===== config.mk =====
export PLATFORM = sky130hd
export DESIGN_NAME = barrel_shift_arbiter
export DESIGN_NICKNAME = d
export VERILOG_FILES = /design/src/rtl/barrel_shift_arbiter_pkg.sv /design/src/rtl/barrel_shift_arbiter_shifter.sv /design/src/rtl/barrel_shift_arbiter.sv
export SDC_FILE = /design/constraint.sdc
export NUM_CORES = 1
export LEC_CHECK = 0
export CORE_ASPECT_RATIO = 0.7
export CORE_MARGIN = 2
export CORE_UTILIZATION = 45
export CTS_CLUSTER_SIZE = 16
export DETAILED_ROUTE_END_ITERATION = 10
export PLACE_DENSITY_LB_ADDON = 0.08
export SYNTH_ARGS = -nofsm -noshare
export SYNTH_HDL_FRONTEND = slang
export SYNTH_HIERARCHICAL = 1
export SYNTH_SLANG_ARGS = --single-unit

===== constraint.sdc =====
create_clock -name clk -period 3.8 [get_ports clk]
set_clock_uncertainty 0.05 [all_clocks]
set_input_delay 0.57 -clock clk [delete_from_list [all_inputs] [get_ports clk]]
set_output_delay 0.57 -clock clk [all_outputs]
set_load 0.01 [all_outputs]

===== src/rtl/barrel_shift_arbiter_pkg.sv =====
// Shared constants and FSM encoding for the two-requester shift arbiter.
package barrel_shift_arbiter_pkg;
  localparam int DATA_W = 16;
  localparam int AMT_W  = 4;
  localparam int ID_W   = 1;

  typedef enum logic {
    IDLE = 1'b0,
    FULL = 1'b1
  } state_t;
endpackage


===== src/rtl/barrel_shift_arbiter_shifter.sv =====
// 16-bit rotate-left barrel shifter; ctrl gives the rotate distance.
module barrel_shift_16bit (
  input  logic [15:0] in,
  input  logic [3:0]  ctrl,
  output logic [15:0] out
);
  logic [4:0][15:0] stage;

  assign stage[0] = in;

  // One log stage per control bit, rotating by 2**s when that bit is set.
  for (genvar s = 0; s < 4; s++) begin : g_stage
    localparam int SH = 1 << s;
    assign stage[s+1] = ctrl[s] ? {stage[s][15-SH:0], stage[s][15:16-SH]} : stage[s];
  end

  assign out = stage[4];
endmodule


===== src/rtl/barrel_shift_arbiter.sv =====
// Two requesters share one barrel shifter; a one-entry result register feeds the consumer.
module barrel_shift_arbiter
  import barrel_shift_arbiter_pkg::*;
#(
  parameter bit FIXED_PRIO = 1'b0
) (
  input  logic              clk,
  input  logic              rst,
  input  logic              req0_valid,
  output logic              req0_ready,
  input  logic [DATA_W-1:0] req0_data,
  input  logic [AMT_W-1:0]  req0_amt,
  input  logic              req1_valid,
  output logic              req1_ready,
  input  logic [DATA_W-1:0] req1_data,
  input  logic [AMT_W-1:0]  req1_amt,
  output logic              res_valid,
  input  logic              res_ready,
  output logic [DATA_W-1:0] res_data,
  output logic [ID_W-1:0]   res_id,
  output logic              busy
);
  state_t            state, state_nxt;
  logic [ID_W-1:0]   last_id, gnt_id;
  logic              gnt_any, accept;
  logic [DATA_W-1:0] sh_in, sh_out;
  logic [AMT_W-1:0]  sh_amt;

  always_comb begin
    gnt_any = req0_valid | req1_valid;
    if (req0_valid && req1_valid) gnt_id = FIXED_PRIO ? '0 : ~last_id;
    else                          gnt_id = req1_valid ? ID_W'(1) : '0;
  end

  // A held result blocks new work unless the consumer drains it this cycle.
  assign accept     = gnt_any && !rst && (state == IDLE || res_ready);
  assign req0_ready = accept && (gnt_id == '0);
  assign req1_ready = accept && (gnt_id == ID_W'(1));

  assign sh_in  = (gnt_id == ID_W'(1)) ? req1_data : req0_data;
  assign sh_amt = (gnt_id == ID_W'(1)) ? req1_amt  : req0_amt;

  barrel_shift_16bit u_shift (
    .in   (sh_in),
    .ctrl (sh_amt),
    .out  (sh_out)
  );

  always_comb begin
    state_nxt = state;
    case (state)
      IDLE:    if (accept) state_nxt = FULL;
      FULL:    if (!accept && res_ready) state_nxt = IDLE;
      default: state_nxt = IDLE;
    endcase
  end

  always_ff @(posedge clk or posedge rst) begin
    if (rst) state <= IDLE;
    else     state <= state_nxt;
  end

  // last_id resets to 1 so requester 0 takes the first tie.
  always_ff @(posedge clk or posedge rst) begin
    if (rst) begin
      res_data <= '0;
      res_id   <= '0;
      last_id  <= ID_W'(1);
    end else if (accept) begin
      res_data <= sh_out;
      res_id   <= gnt_id;
      last_id  <= gnt_id;
    end
  end

  assign res_valid = (state == FULL);
  assign busy      = res_valid | req0_valid | req1_valid;
endmodule


==> results summary <==
The post-synthesis register bit count is 19. STA puts the critical path data required time at 3900 ps. The detailed router's first-iteration violation count is 149. The global-route wire length before repair is 6770 um. The root buffer cell is sky130_fd_sc_hd__clkbuf_8. The number of gates resized after CTS came out at 0. The slowest stage cell on the critical path is sky130_fd_sc_hd__mux4_1. The later-pin clock latency in the skew report is 260 ps. The die covers 4620 um^2. On the worst path, the slowest cell contributes a delay of 600 ps. The peak clock frequency supported by timing came out at 306 MHz. Leaving out fill and tap cells, the most frequent cell in the layout is sky130_fd_sc_hd__clkdlybuf4s50_1.

Headroom to the max-slew limit came out at 0.518. The worst ir drop on vdd is 265 uV. The x dimension of the die came out at 80.4 um. The design draws 1.07 mW. The number of hold violations in the final report is 0.

The clock sink total is 19. The number of fill cells is 312. The overall track demand over capacity in global routing came out at 0.196. The clock-pin slew reported for the worst setup and hold paths after clock tree synthesis is 70 ps. The number of antenna violations at the first check in global routing is 0. The path class of the tightest hold or removal check is reg -> reg. The setup TNS came out at 0 ps. The number of buffers created by CTS came out at 3.

The areal power density over the cells is 419 nW/um^2. The boundary pin count is 66. In the routed layout, each cell is associated on average with a via count of 6.08.

The library cells used most frequently in the layout, excluding fill and tap cells, are sky130_fd_sc_hd__clkdlybuf4s50_1, sky130_fd_sc_hd__mux2_2, sky130_fd_sc_hd__dfrtp_1, sky130_fd_sc_hd__mux4_2, sky130_fd_sc_hd__mux4_1. For the pin with the worst max-slew slack, the measured transition is 722 ps. The antenna diode count came out at 0. The total placed cells including tap cells came out at 218. The height of the die is 57.5 um. The synthesized netlist occupies a cell area of 1840 um^2. STA classifies the critical path startpoint as a primary input. The critical path goes through clkdlybuf4s50_1 > a21boi_2 > buf_4 > mux2_2 > mux4_1 > mux4_1 > mux2_2.

The routed wire length per instance is 18.7 um. The total via count after detailed routing came out at 1349. Global routing finished with a remaining overflow of 0. The standard cell area after detailed placement came out at 2490 um^2.

The worst setup path is captured at a flop. The number of nets in the synthesized netlist is 154. TritonCTS built the clock tree. The post-detailed-placement half-perimeter wirelength is 3320 um. The routability-driven placement congestion ratio came out at 0.858. In the final layout, the share of cells above drive strength 1 is 0.406. The post-CTS setup repair buffer count is 0. In this run the worst path has a maximum fanout of 10. The maximum level of the CTS H-tree came out at 1. For met1 alone, demand over resource in global routing was 0.259. The quantity of I/O buffers inserted on ports came out at 65.

The final cycle utilization of the critical path came out at 0.860. The count of non-filler cells in the finished layout is 222. Setup repair after global routing left no endpoint under its margin.

The count of different cell masters after synthesis came out at 19. The minimum period implied by the final worst setup slack is 3270 ps. The finished cells cover 2540 um^2. The area of the core came out at 3920 um^2.

In this run the deepest clock path goes through 2 buffers. The synthesized area per cell is 16.9 um^2. The initial cell density of the core came out at 0.469. For this run, design rule violations remaining after detail routing come to 0. The number of warnings issued by yosys came out at 6. The met2 capacity usage during global routing is 0.327. The count of pins over their slew limit is 0. The placement row count came out at 19. After the last flow step, the layout net total stands at 216. The number of hold buffers added after CTS came out at 0. In this run the remaining antenna-violating nets after routing total 0. The flow ran to the end, and the final reports show no timing, DRC or antenna violations. After global routing, the most crowded layer is met2.

The final setup violation count came out at 0. The number of max-capacitance violations reported came out at 0. The met3 routing resource usage after global routing is 0.0459.

The area added between synthesis and finish came out at 38.2%. The via count of the first global-routing pass came out at 1387. The part of the Yosys area used for sequential elements came out at 0.259. At the worst endpoint, the arrival time is 3370 ps. The total wirelength of the detailed-routed design came out at 4160 um. The leakage power figure is 0.954 nW. The number of standard cells after synthesis came out at 109. The worst setup path is of the in -> reg kind. Entering global routing, the biggest net connects 20 pins. The number of iterations in the first detailed-routing pass is 4.
[final cells by class]
class / count / area, um^2 / share of cell area
multi-input cells: 78 / 1270 / 0.502
repair buffers: 68 / 673 / 0.265
flip-flops and latches: 19 / 477 / 0.188
well taps: 52 / 65.1 / 0.0256
clock buffers: 3 / 41.3 / 0.0163
clock inverters: 1 / 5.00 / 0.00197
inverters: 1 / 3.75 / 0.00148
[power breakdown]
group / total, mW / internal (mW) / switching [mW]
combinational: 0.603 / 0.386 / 0.217
clock: 0.142 / 0.0731 / 0.0692
sequential: 0.320 / 0.282 / 0.0382
[critical path: cells and delay by family]
family                 cells  cell delay, ps
multiplexers               4            1790
AO/OA/AOI/OAI              1             270
buffers and inverters      2             730
[cell families (layout without fill, tap and decap cells)]
group / count (synthesis) / after routing / synth area share
mux: 70 / 70 / 0.654
flops: 19 / 19 / 0.259
simple gates: 6 / 6 / 0.0300
compound gates: 2 / 2 / 0.0102
buf+inv: 12 / 73 / 0.0470
[registers in the layout, summed over array words and instances, names as in the netlist]
register   flops
last_id        1
res_id         1
res_valid      1
res_data      16
[layer usage]
metal,up-vias,share of wire
li1,593,-
met1,689,0.42
met2,60,0.50
met3,7,0.060
met4,0,0.014
met5,-,0
[Yosys cell counts]
master	instances	area share
sky130_fd_sc_hd__mux4_2	18	0.22
sky130_fd_sc_hd__inv_1	1	0.0020
sky130_fd_sc_hd__and2_2	1	0.0041
sky130_fd_sc_hd__or3_2	1	0.0041
sky130_fd_sc_hd__buf_12	1	0.011
sky130_fd_sc_hd__nor3_4	1	0.0089
sky130_fd_sc_hd__mux2_2	38	0.23
sky130_fd_sc_hd__mux4_1	14	0.20
sky130_fd_sc_hd__a21boi_2	1	0.0061
sky130_fd_sc_hd__clkbuf_1	3	0.0061
sky130_fd_sc_hd__o21bai_1	1	0.0041
sky130_fd_sc_hd__buf_2	5	0.014
sky130_fd_sc_hd__buf_8	1	0.0082
sky130_fd_sc_hd__nor4_1	1	0.0034
sky130_fd_sc_hd__dfrtp_1	18	0.25
sky130_fd_sc_hd__nor2_1	1	0.0020
sky130_fd_sc_hd__buf_6	1	0.0061
sky130_fd_sc_hd__dfstp_2	1	0.014
sky130_fd_sc_hd__nor2b_4	1	0.0075
[metrics by stage]
stage / setup WS (ps) / util / hold slack (ps)
floorplan: 800 / - / 470
detailed placement: 220 / 0.636 / 445
finish: 532 / 0.648 / 456
CTS: 514 / 0.648 / 462
global route: 408 / 0.648 / 475
global placement: 277 / 0.636 / 440
[worst paths after layout]
kind                                   from  slack (ps)  cells past startpoint           end
min in group asynchronous               rst         810                      2     res_valid
worst min register to register  res_data[2]         460                      1   res_data[2]
max in group asynchronous               rst        2440                      2   res_data[8]
worst max-delay path             req1_valid         530                      7  res_data[15]
worst max register to register      last_id        1010                      5  res_data[12]
worst min-delay path            res_data[2]         460                      1   res_data[2]
Power figures use the tool's default switching activity.
